==> config.mk <==
export PLATFORM = sky130hd
export DESIGN_NAME = cnn_window_sched
export DESIGN_NICKNAME = d
export VERILOG_FILES = /design/src/rtl/cnn_window_sched.sv
export SDC_FILE = /design/constraint.sdc
export NUM_CORES = 1
export LEC_CHECK = 0
export CORE_MARGIN = 5
export CORE_UTILIZATION = 50
export CTS_BUF_LIST = sky130_fd_sc_hd__clkbuf_4
export CTS_CLUSTER_DIAMETER = 200
export DETAILED_ROUTE_END_ITERATION = 12
export GPL_ROUTABILITY_DRIVEN = 0
export GPL_TIMING_DRIVEN = 0
export PLACE_DENSITY = 0.81
export SLEW_MARGIN = 20
export SYNTH_ARGS = -nofsm -noshare
export SYNTH_HDL_FRONTEND = slang
export SYNTH_SLANG_ARGS = --single-unit
export TNS_END_PERCENT = 50
==> constraint.sdc <==
create_clock -name clk -period 6.65 [get_ports clk]
set_input_delay 0.9975 -clock clk [delete_from_list [all_inputs] [get_ports clk]]
set_output_delay 0.9975 -clock clk [all_outputs]
set_load 0.03 [all_outputs]
==> src/rtl/cnn_window_sched.sv <==
// Read-port scheduler: walks 3x3 windows over a binary image and issues 9 tap reads per window.
// Optional performance counters are enabled with `define CNN_SCHED_PERF_EN.
module cnn_window_sched #(
    parameter int IMG_W  = 28,
    parameter int IMG_H  = 28,
    parameter int ADDR_W = 10
) (
    input  logic              clk,
    input  logic              rst_n,
    input  logic              frame_start,
    input  logic              abort,
    input  logic [ADDR_W-1:0] wr_addr,
    input  logic              core_bsy,
    output logic              ram_rd_en,
    output logic [ADDR_W-1:0] ram_addr,
    output logic              pix_vld,
    output logic              pix_last,
    output logic [ADDR_W-1:0] win_col,
    output logic [ADDR_W-1:0] win_row,
    output logic              busy,
    output logic              frame_done
`ifdef CNN_SCHED_PERF_EN
    ,
    output logic [15:0]       stall_cyc,
    output logic [ADDR_W-1:0] win_cnt
`endif
);

    localparam logic [ADDR_W-1:0] ANCHOR0  = ADDR_W'(2 * IMG_W + 2);
    localparam logic [ADDR_W-1:0] COL_LAST = ADDR_W'(IMG_W - 1);
    localparam logic [ADDR_W-1:0] ROW_LAST = ADDR_W'(IMG_H - 1);
    localparam logic [ADDR_W-1:0] TWO      = ADDR_W'(2);

    typedef enum logic [2:0] {
        IDLE,
        ARMED,
        FETCH,
        ADVANCE,
        DONE
    } state_t;

    state_t            state_reg, state_next;
    logic [ADDR_W-1:0] row_reg, row_next;
    logic [ADDR_W-1:0] col_reg, col_next;
    logic [ADDR_W-1:0] anchor_reg, anchor_next;
    logic [3:0]        tap_reg, tap_next;
    logic              pix_vld_reg, pix_last_reg;
    logic              go;

    // Distance from the bottom-right anchor back to each tap, row-major from top-left.
    logic [ADDR_W-1:0] tap_off [9];
    genvar gi;
    generate
        for (gi = 0; gi < 9; gi++) begin : g_off
            assign tap_off[gi] = ADDR_W'((2 - gi / 3) * IMG_W + (2 - gi % 3));
        end
    endgenerate

    assign go = (anchor_reg < wr_addr) && !core_bsy;

    always_comb begin
        state_next  = state_reg;
        row_next    = row_reg;
        col_next    = col_reg;
        anchor_next = anchor_reg;
        tap_next    = tap_reg;
        ram_rd_en   = 1'b0;
        ram_addr    = '0;
        frame_done  = 1'b0;
        case (state_reg)
            IDLE: begin
                if (frame_start) begin
                    state_next  = ARMED;
                    row_next    = TWO;
                    col_next    = TWO;
                    anchor_next = ANCHOR0;
                    tap_next    = 4'd0;
                end
            end
            ARMED: begin
                if (go) begin
                    state_next = FETCH;
                    tap_next   = 4'd0;
                end
            end
            FETCH: begin
                ram_rd_en = 1'b1;
                ram_addr  = anchor_reg - tap_off[tap_reg];
                if (tap_reg == 4'd8) begin
                    state_next = ADVANCE;
                    tap_next   = 4'd0;
                end else begin
                    tap_next = tap_reg + 4'd1;
                end
            end
            ADVANCE: begin
                if ((row_reg == ROW_LAST) && (col_reg == COL_LAST)) begin
                    state_next = DONE;
                end else begin
                    state_next = ARMED;
                    if (col_reg == COL_LAST) begin
                        // Wrap skips the two left-border pixels of the next row.
                        col_next    = TWO;
                        row_next    = row_reg + 1'b1;
                        anchor_next = anchor_reg + ADDR_W'(3);
                    end else begin
                        col_next    = col_reg + 1'b1;
                        anchor_next = anchor_reg + 1'b1;
                    end
                end
            end
            DONE: begin
                frame_done = !abort;
                state_next = IDLE;
            end
            default: state_next = IDLE;
        endcase
        if (abort) begin
            state_next  = IDLE;
            row_next    = TWO;
            col_next    = TWO;
            anchor_next = ANCHOR0;
            tap_next    = 4'd0;
        end
    end

    always_ff @(posedge clk) begin
        if (!rst_n) begin
            state_reg    <= IDLE;
            row_reg      <= TWO;
            col_reg      <= TWO;
            anchor_reg   <= ANCHOR0;
            tap_reg      <= 4'd0;
            pix_vld_reg  <= 1'b0;
            pix_last_reg <= 1'b0;
        end else begin
            state_reg    <= state_next;
            row_reg      <= row_next;
            col_reg      <= col_next;
            anchor_reg   <= anchor_next;
            tap_reg      <= tap_next;
            // RAM has one cycle of read latency; abort squashes the in-flight tap.
            pix_vld_reg  <= ram_rd_en && !abort;
            pix_last_reg <= ram_rd_en && (tap_reg == 4'd8) && !abort;
        end
    end

    assign busy     = (state_reg != IDLE);
    assign pix_vld  = pix_vld_reg;
    assign pix_last = pix_last_reg;
    assign win_col  = busy ? col_reg : '0;
    assign win_row  = busy ? row_reg : '0;

`ifdef CNN_SCHED_PERF_EN
    logic [15:0]       stall_cyc_reg;
    logic [ADDR_W-1:0] win_cnt_reg;

    always_ff @(posedge clk) begin
        if (!rst_n) begin
            stall_cyc_reg <= '0;
            win_cnt_reg   <= '0;
        end else if ((state_reg == IDLE) && frame_start && !abort) begin
            stall_cyc_reg <= '0;
            win_cnt_reg   <= '0;
        end else begin
            if ((state_reg == ARMED) && !go && (stall_cyc_reg != 16'hFFFF)) begin
                stall_cyc_reg <= stall_cyc_reg + 16'd1;
            end
            if (state_reg == ADVANCE) begin
                win_cnt_reg <= win_cnt_reg + 1'b1;
            end
        end
    end

    assign stall_cyc = stall_cyc_reg;
    assign win_cnt   = win_cnt_reg;
`endif

endmodule

### Word-level counts from Yosys, hierarchy flattened

Memory sizes are Yosys's and may differ from the RTL's.
Cells that the tools add are included.

| word-level totals | value |
|---|---|
| input port bits | 15 |
| logic and storage cells | 73 |
| register bits after elaboration | 39 |
| output and inout port bits | 35 |
| memories | 1 |
| memory bits (read-only) | 160 |

Memories:

| name | words | bits a word | rd ports | clocked after Yosys merged registers in | write ports | RTL line | source |
|---|---|---|---|---|---|---|---|
| (no name shown) | 16 | 10 | 1 | 0 | 0 | 88 | `ram_addr = anchor_reg - tap_off[tap_reg];` |

| operators by class | value |
|---|---|
| mux-type cells | 27 |
| reduce and logical (&&, ||, !) cells | 16 |
| add/subtract/negate cells | 6 |
| order comparisons | 2 |
| equality and inequality tests | 12 |
| bitwise logic cells | 2 |

Operators by type and width:

| operator | count |
|---|---|
| 2-to-1 mux 10 bit | 13 |
| case mux 10 bit (2 select lines) | 3 |
| adder 10 x 1 -> 10 bit (second input constant) | 3 |
| == test 10 x 5 -> 1 bit (second input constant) | 2 |
| 2-to-1 mux 3 bit | 4 |
| 2-to-1 mux 4 bit | 3 |
| case mux 3 bit (4 select lines) | 1 |
| case mux 4 bit (3 select lines) | 1 |
| adder 10 x 2 -> 10 bit (second input constant) | 1 |
| less-than comparator 10 bit | 1 |
| inequality test 2 bit (second input constant) | 5 |
| subtractor 10 bit | 1 |
| AND reduction 3 bit | 3 |
| == test 3 x 2 -> 1 bit (second input constant) | 2 |
| nonzero test 3 bit | 2 |
| greater-or-equal comparator 5 bit (second input constant) | 1 |
| logical AND 1 bit | 5 |
| inverter 4 -> 5 bit | 1 |
| adder 4 x 1 -> 4 bit (second input constant) | 1 |
| == test 4 bit (second input constant) | 1 |
| AND reduction 4 bit | 1 |
| == test 3 x 1 -> 1 bit (second input constant) | 1 |
| == test 3 bit (second input constant) | 1 |
| logical NOT 3 bit | 1 |
| other kinds (5) | 7 |

### Logic depth before layout (Yosys ltp)

Gate-level depths: netlist of run 1.

| logic depth | value |
|---|---|
| depth in word-level cells | 6 |
| depth in mapped cells | 13 |
| depth with buffers taken out | 13 |

### Least setup slack after synthesis of run 1

OpenSTA, ideal clock, no wires.

| timing | value |
|---|---|
| kind | register -> output |
| start | register tap_reg[0] |
| end | output ram_addr[9] |
| data arrival time | 2.801 ns |
| data required time | 5.653 ns |
| slack | 2.851 ns |
| stages on the path, launching flop included | 12 |
| path buffers | 0 |
| cell sequence | dfxtp_1 -> inv_1 -> ha_1 -> o21ai_0 -> nand2b_1 -> ha_1 -> nor2b_1 -> o21a_1 -> o21ai_0 -> a21oi_1 -> or3_1 -> a21oi_1 |

| between the ends | value |
|---|---|
| cells in the longest elaborated chain, start to end | 6 |

RTL lines:

| element | RTL line | source |
|---|---|---|
| start: declaration | 46 | `logic [3:0] tap_reg, tap_next;` |
| start signal: assignment | 141 | `tap_reg <= tap_next;` |
| inverter 4 -> 5 bit (implied by the code) | 88 |  |
| memory (16 x 10 bit) | - |  |
| 2-to-1 mux 10 bit (implied by the code) (2 in a row) | 88 |  |
| subtractor 10 bit | 88 |  |
| 2-to-1 mux 10 bit | 70 | `case (state_reg)` |
| end: declaration | 15 | `output logic [ADDR_W-1:0] ram_addr,` |

No other way between the ends. The select of a mux whose other input is x is not followed.

### Worst setup path in the final report of run 1

| timing | value |
|---|---|
| start | register tap_reg[1] |
| end | output ram_addr[9] |

The elaborated chain is that of the path after synthesis.

==> flow_metrics.py, run 1 <==
metrics = {
    "outcome": {
        "status": "finished clean",
    },
    "timing": {
        "hold_viol": 0,
        "fin_crit_ps": 4830,
        "tightest_slew_ps": 618,
        "clock_skew_ps": 18.8,
        "setup_tns_ps": 0,
        "relSlewSlack": 0.586,
        "setup_violations": 0,
        "final.period_utilization": 0.727,
        "whs_ps": 516,
        "grt_setup_unrepaired": "false",
        "fmax_mhz": 207,
        "slew_viol_final": 0,
    },
    "logic_synthesis": {
        "ys_seq_area_frac": 0.288,
        "synth-adder-area-share": 0.121,
        "yosys.area_share.simple": 0.337,
        "synth_edf_count": 0,
        "synth.area.mux_share": 0,
        "syn_area_sq_um": 2710,
        "yosysUniqueCellTypes": 53,
        "synthArstFlopShare": 0,
        "ys_warn_count": 0,
        "synth_top_area_frac": 0.288,
        "syn_nets": 381,
        "synthXorXnorAreaFrac": 0.0742,
        "yosys-top-cells-count": "dfxtp_1, nor2_1, nand2_1",
        "synth_seq_cells": 39,
        "synth-compound-area-share": 0.136,
        "syn_avg_cell_area_sq_um": 7.96,
        "yosysMostFrequentCell": "dfxtp_1",
        "synth_top_area_cell": "dfxtp_1",
        "yosys_most_used_dff": "dfxtp_1",
        "netlist_instances": 341,
        "synth_top_family_by_area": "simple AND/OR/NAND/NOR gates",
        "ys_top_cells_by_area": "dfxtp_1, ha_1, nor2_1",
    },
    "clock_network": {
        "h-tree-depth": 2,
        "cts_made_buffers": 5,
        "clock_insertion_delay_worst_skew_ps": 360,
        "cts-root-buf": "clkbuf_4",
        "ctsLongestPathBuffers": 2,
        "cts_resized": 0,
        "post_cts_buffers": 0,
        "cts_tree": "yes",
        "cts_hold_buf": 0,
        "numClockSinks": 39,
        "path_clk_slew_ps": 130,
    },
    "floorplan": {
        "start_util": 0.521,
        "die_w_um": 83.7,
        "die_area_sq_um": 7000,
        "die_h_um": 83.7,
        "ios": 50,
        "std_cell_rows": 26,
        "coreArea_sq_um": 5200,
    },
    "critical_path": {
        "required_ps": 5650,
        "crit_path_top_delay_cell": "clkdlybuf4s50_1",
        "critPathMaxStageDelay_ps": 680,
        "criticalPathCategory": "reg -> out",
        "cp.arrival_ps": 3830,
        "crit_chain": "inv_1 > ha_1 > o21ai_0 > nand2b_1 > ha_1 > nor2b_1 > o21a_1 > o21ai_0 > a21oi_1 > or3_1 > a21oi_1 > clkdlybuf4s50_1",
        "end_kind": "output port",
        "start_kind": "register",
        "critPathMaxFanout": 8,
    },
    "final_layout": {
        "design_area_sq_um": 3400,
        "final_layout_size_suffix_gt1_frac": 0.0628,
        "final_nets": 437,
        "areaGrowthSynthToFinish_pct": 25.2,
        "fin_cells": 468,
        "n_antenna_cell": 0,
    },
    "routing": {
        "drt_iter0_drc": 225,
        "final_antenna_net_count": 0,
        "vias": 2567,
        "vias_per_cell": 5.49,
        "drc": 0,
        "wl_per_cell_um": 13.7,
        "dr.pass1.iters": 4,
        "totalWireLength_mm": 6.39,
    },
    "place": {
        "placed_area_sq_um": 3290,
        "placement.io_buffers": 49,
        "dp_hpwl_mm": 5.05,
        "numPlacedInstances": 460,
    },
    "power_and_ir_drop": {
        "p_leak_nw": 1.28,
        "total_power_mw": 0.495,
        "irDropWorstVdd_mv": 0.137,
        "power_density_nw_per_um2": 146,
    },
    "global_route": {
        "grt_pass1_vias": 2475,
        "grt_pass1_wl_mm": 11.0,
        "grt_use_total": 0.187,
        "antenna_found_initial": 0,
        "grt.overflow.total": 0,
        "grt_max_degree": 13,
    },
    "flow_run": {
        "cap_violations": 0,
    },
    "hold_path": {
        "hp-class": "reg -> reg",
    },
}
placed cells by master, fill, tap and decap left out, types with 3 or more instances in the layout:
master           Yosys  routed
o21ai_1              3       3
inv_1               17      17
nor3_1              15      15
nand2_1             25      25
and3_1               5       5
nor2b_1              7       7
and2_1              20      20
xor2_1               7       7
xnor2_1             16      16
clkdlybuf4s50_1      0      49
a31oi_1              3       3
nor2_1              38      38
or3_1                7       7
a211oi_1             3       3
clkbuf_4             0       6
nand4_1             10      10
nand3_1              9       9
a21o_1               6       6
ha_1                23      23
a21oi_1             17      17
dfxtp_1             39      39
clkbuf_1             8       8
nor4_1               3       3
nand3b_1             3       3
o21ai_0             11      11
nand2b_1             8       8
per-stage QoR:
| step | setup slack [ps] | util |
|---|---|---|
| 5_1_grt | 1540 | 0.653 |
| 4_1_cts | 1830 | 0.653 |
| 2_1_floorplan | 2850 | - |
| 3_3_place_gp | 2310 | 0.632 |
| 6_report | 1820 | 0.653 |
| 3_5_place_dp | 2240 | 0.632 |
report_power, final:
part,switching (mW),internal (mW),total (mW)
combinational,0.0315,0.0236,0.0551
sequential,0.00109,0.235,0.236
clock,0.0824,0.121,0.204
total,0.115,0.380,0.495
routing by layer:
layer	up-vias	global-route usage	share of wire
met1	1177	0.240	0.45
met3	9	0.0385	0.059
met4	0	0.0731	0.013
met5	-	0	0
li1	1319	-	-
met2	62	0.306	0.48
cell type report:
class	count	area (sq um)
timing repair buffer	49	490
fill	472	1810
clock buffer	6	45.0
multi-input combinational	273	1810
sequential	39	781
buffer	12	58.8
tap	70	87.6
inverter	17	63.8
clock inverter	2	60.1
worst max-delay path, delay by kind of cell, from the launching register on:
family	cells	cell delay (ps)
simple gates	3	610
fa+ha+maj	2	600
compound gates	5	1010
buf+inv	2	790
flops	1	490
final timing paths:
path | cells after the start | endpoint | slack, ps | from
setup / recovery | 12 | ram_addr[9] | 1820 | tap_reg[1]
hold / removal | 2 | anchor_reg[0] | 520 | anchor_reg[0]
setup reg to reg | 8 | anchor_reg[6] | 3420 | col_reg[0]
hold reg to reg | 2 | anchor_reg[0] | 520 | anchor_reg[0]
cells by family after synthesis:
kind of cell	count (synthesis)
buf+inv	29
flops	39
compound gates	58
fa+ha+maj	25
simple gates	167
xor+xnor	23
No activity file was read; power rests on OpenSTA's default activity.
==> run 2: changes to the inputs <==
--- a/config.mk
+++ b/config.mk
@@ -6,13 +6,13 @@
 export NUM_CORES = 1
 export LEC_CHECK = 0
 export CORE_MARGIN = 5
-export CORE_UTILIZATION = 50
+export CORE_UTILIZATION = 49
 export CTS_BUF_LIST = sky130_fd_sc_hd__clkbuf_4
 export CTS_CLUSTER_DIAMETER = 200
 export DETAILED_ROUTE_END_ITERATION = 12
 export GPL_ROUTABILITY_DRIVEN = 0
 export GPL_TIMING_DRIVEN = 0
-export PLACE_DENSITY = 0.81
+export PLACE_DENSITY = 0.83
 export SLEW_MARGIN = 20
 export SYNTH_ARGS = -nofsm -noshare
 export SYNTH_HDL_FRONTEND = slang
==> constraint.sdc (replaced) <==
create_clock -name clk -period 4.25 [get_ports clk]
set_input_delay 0.6375 -clock clk [delete_from_list [all_inputs] [get_ports clk]]
set_output_delay 0.6375 -clock clk [all_outputs]
set_load 0.03 [all_outputs]
==> run 2 against run 1 <==
  * Die area up 1.8%
  * Sequential share of layout area up 0.23 points
  * Clock power up 20%
  * Hold slack worse by 23 ps
  * Core utilization down 3.2 points
  * Non-clock buffer count unchanged
  * Largest power group unchanged
==> flow_metrics.py, run 2 (same netlist as run 1, synthesis figures left out) <==
metrics = {
    "global_route": {
        "met1_usage": 0.225,
        "grt_pass1_wl_mm": 10.8,
        "grt_use_total": 0.180,
        "grt.overflow.total": 0,
        "use_met3": 0.0314,
        "met2_usage": 0.312,
        "antenna_found_initial": 0,
        "grt_max_degree": 12,
        "grt-busiest-layer": "met2",
        "grt_pass1_vias": 2481,
    },
    "final_layout": {
        "final_layout_size_suffix_gt1_frac": 0.0655,
        "final_common_cell": "clkdlybuf4s50_1",
        "final_cell_mix": "clkdlybuf4s50_1, nor2_1, dfxtp_1",
        "final_nets": 437,
        "utilization": 0.620,
        "areaGrowthSynthToFinish_pct": 24.3,
        "n_antenna_cell": 0,
        "fillers": 488,
    },
    "flow_run": {
        "cap_violations": 0,
    },
    "floorplan": {
        "std_cell_rows": 27,
        "coreArea_sq_um": 5440,
        "ios": 50,
        "die_area_sq_um": 7130,
        "die_w_um": 84.4,
        "start_util": 0.499,
        "die_h_um": 84.4,
    },
    "timing": {
        "setup_violations": 0,
        "tightest_slew_ps": 620,
        "fin_crit_ps": 4090,
        "relSlewSlack": 0.585,
        "final.period_utilization": 0.961,
        "grt_setup_unrepaired": "false",
        "hold_viol": 0,
        "clock_skew_ps": 9.01,
        "slew_viol_final": 0,
        "fmax_mhz": 245,
        "setup_tns_ps": 0,
    },
    "critical_path": {
        "r2r_cells": 8,
        "cp.arrival_ps": 3450,
        "criticalPathCategory": "reg -> out",
        "critPathMaxFanout": 8,
        "ff2ff_setup_slack_ps": 1070,
        "required_ps": 3610,
        "start_kind": "register",
        "end_kind": "output port",
    },
    "outcome": {
        "status": "finished clean",
    },
    "clock_network": {
        "cts_made_buffers": 5,
        "post_cts_buffers": 0,
        "clock_insertion_delay_worst_skew_ps": 340,
        "path_clk_slew_ps": 110,
        "cts_hold_buf": 0,
        "numClockSinks": 39,
        "cts-root-buf": "clkbuf_4",
        "h-tree-depth": 2,
        "ctsLongestPathBuffers": 2,
        "cts_tree": "yes",
    },
    "routing": {
        "dr.pass1.iters": 4,
        "drt_iter0_drc": 140,
        "vias": 2583,
        "final_antenna_net_count": 0,
        "vias_per_cell": 5.51,
        "wl_per_cell_um": 13.5,
        "drc": 0,
        "totalWireLength_mm": 6.32,
    },
    "power_and_ir_drop": {
        "power_frac_comb": 0.123,
        "irDropWorstVdd_mv": 0.195,
        "seqPwrFrac": 0.527,
        "p_switching_mw": 0.168,
        "p_leak_nw": 1.32,
        "p_sw_frac": 0.240,
        "clockPowerShare": 0.350,
        "power_density_nw_per_um2": 207,
        "p_int_mw": 0.532,
    },
    "hold_path": {
        "whs_path_depth": 2,
        "hp-class": "reg -> reg",
    },
    "place": {
        "dp_hpwl_mm": 4.94,
        "placement.io_buffers": 49,
    },
}
## run 2: changes by cell type in the layout (fill, tap and decap cells not counted)
cell,before,now
bufinv_16,2,1
clkdlybuf4s50_1,49,45
dfxtp_1,39,37
dfxtp_2,0,2
dlygate4sd2_1,0,2
dlymetal6s2s_1,0,2
## run 2: critical path, stage by stage (launching register included)
cell and delay [ps]:
dfxtp_2 430, inv_1 90, ha_1 330, o21ai_0 170, nand2b_1 90, ha_1 270, nor2b_1 130, o21a_1 170
o21ai_0 270, a21oi_1 200, or3_1 380, a21oi_1 160, dlygate4sd2_1 420
## run 2: worst paths after layout
path	start	to
max reg2reg	col_reg[0]	anchor_reg[6]
max	tap_reg[1]	ram_addr[9]
min reg2reg	anchor_reg[0]	anchor_reg[0]
min	anchor_reg[0]	anchor_reg[0]
## run 2: what timing repair did
| action | in CTS | in global routing |
|---|---|---|
| gates cloned | 0 | 0 |
| gates resized for setup | 2 | 4 |
| endpoints found under the setup margin | 2 | 5 |
## run 2: power by group through the flow
stage          sequential [mW]  clock (mW)  combinational, mW
6_report                 0.369       0.245             0.0858
3_3_place_gp             0.377           0             0.0832
2_1_floorplan            0.377           0             0.0532
3_5_place_dp             0.377           0             0.0856
4_1_cts                  0.369       0.247             0.0861
5_1_grt                  0.369       0.261             0.0951
## run 2: routing by layer
metal  vias up  routed length, um  part of all wire
li1       1312                  -                 -
met1      1201               2860              0.45
met2        58               3050              0.48
met3        12                307             0.049
met4         0                 99             0.016
met5         -                  0                 0
## run 2: metrics by stage
step	power, mW	hold slack [ps]	setup WS, ps	cell area [sq um]	instances
after CTS	0.702	499	39.7	3370	469
after detailed placement	0.463	482	159	3290	462
after global placement	0.460	471	267	3290	462
final	0.700	493	164	3370	469
after global routing	0.726	527	48.6	3370	469
after floorplan	0.430	452	811	2710	341
## run 2: cell type report
class                   instances  area, sq um  share of cell area
multi-input cells             273         1810               0.537
flip-flops and latches         39          783               0.232
repair buffers                 49          493               0.146
well taps                      72         90.1              0.0267
inverters                      17         63.8              0.0189
plain buffers                  12         58.8              0.0174
clock buffers                   6         45.0              0.0133
clock inverters                 1         30.0             0.00890
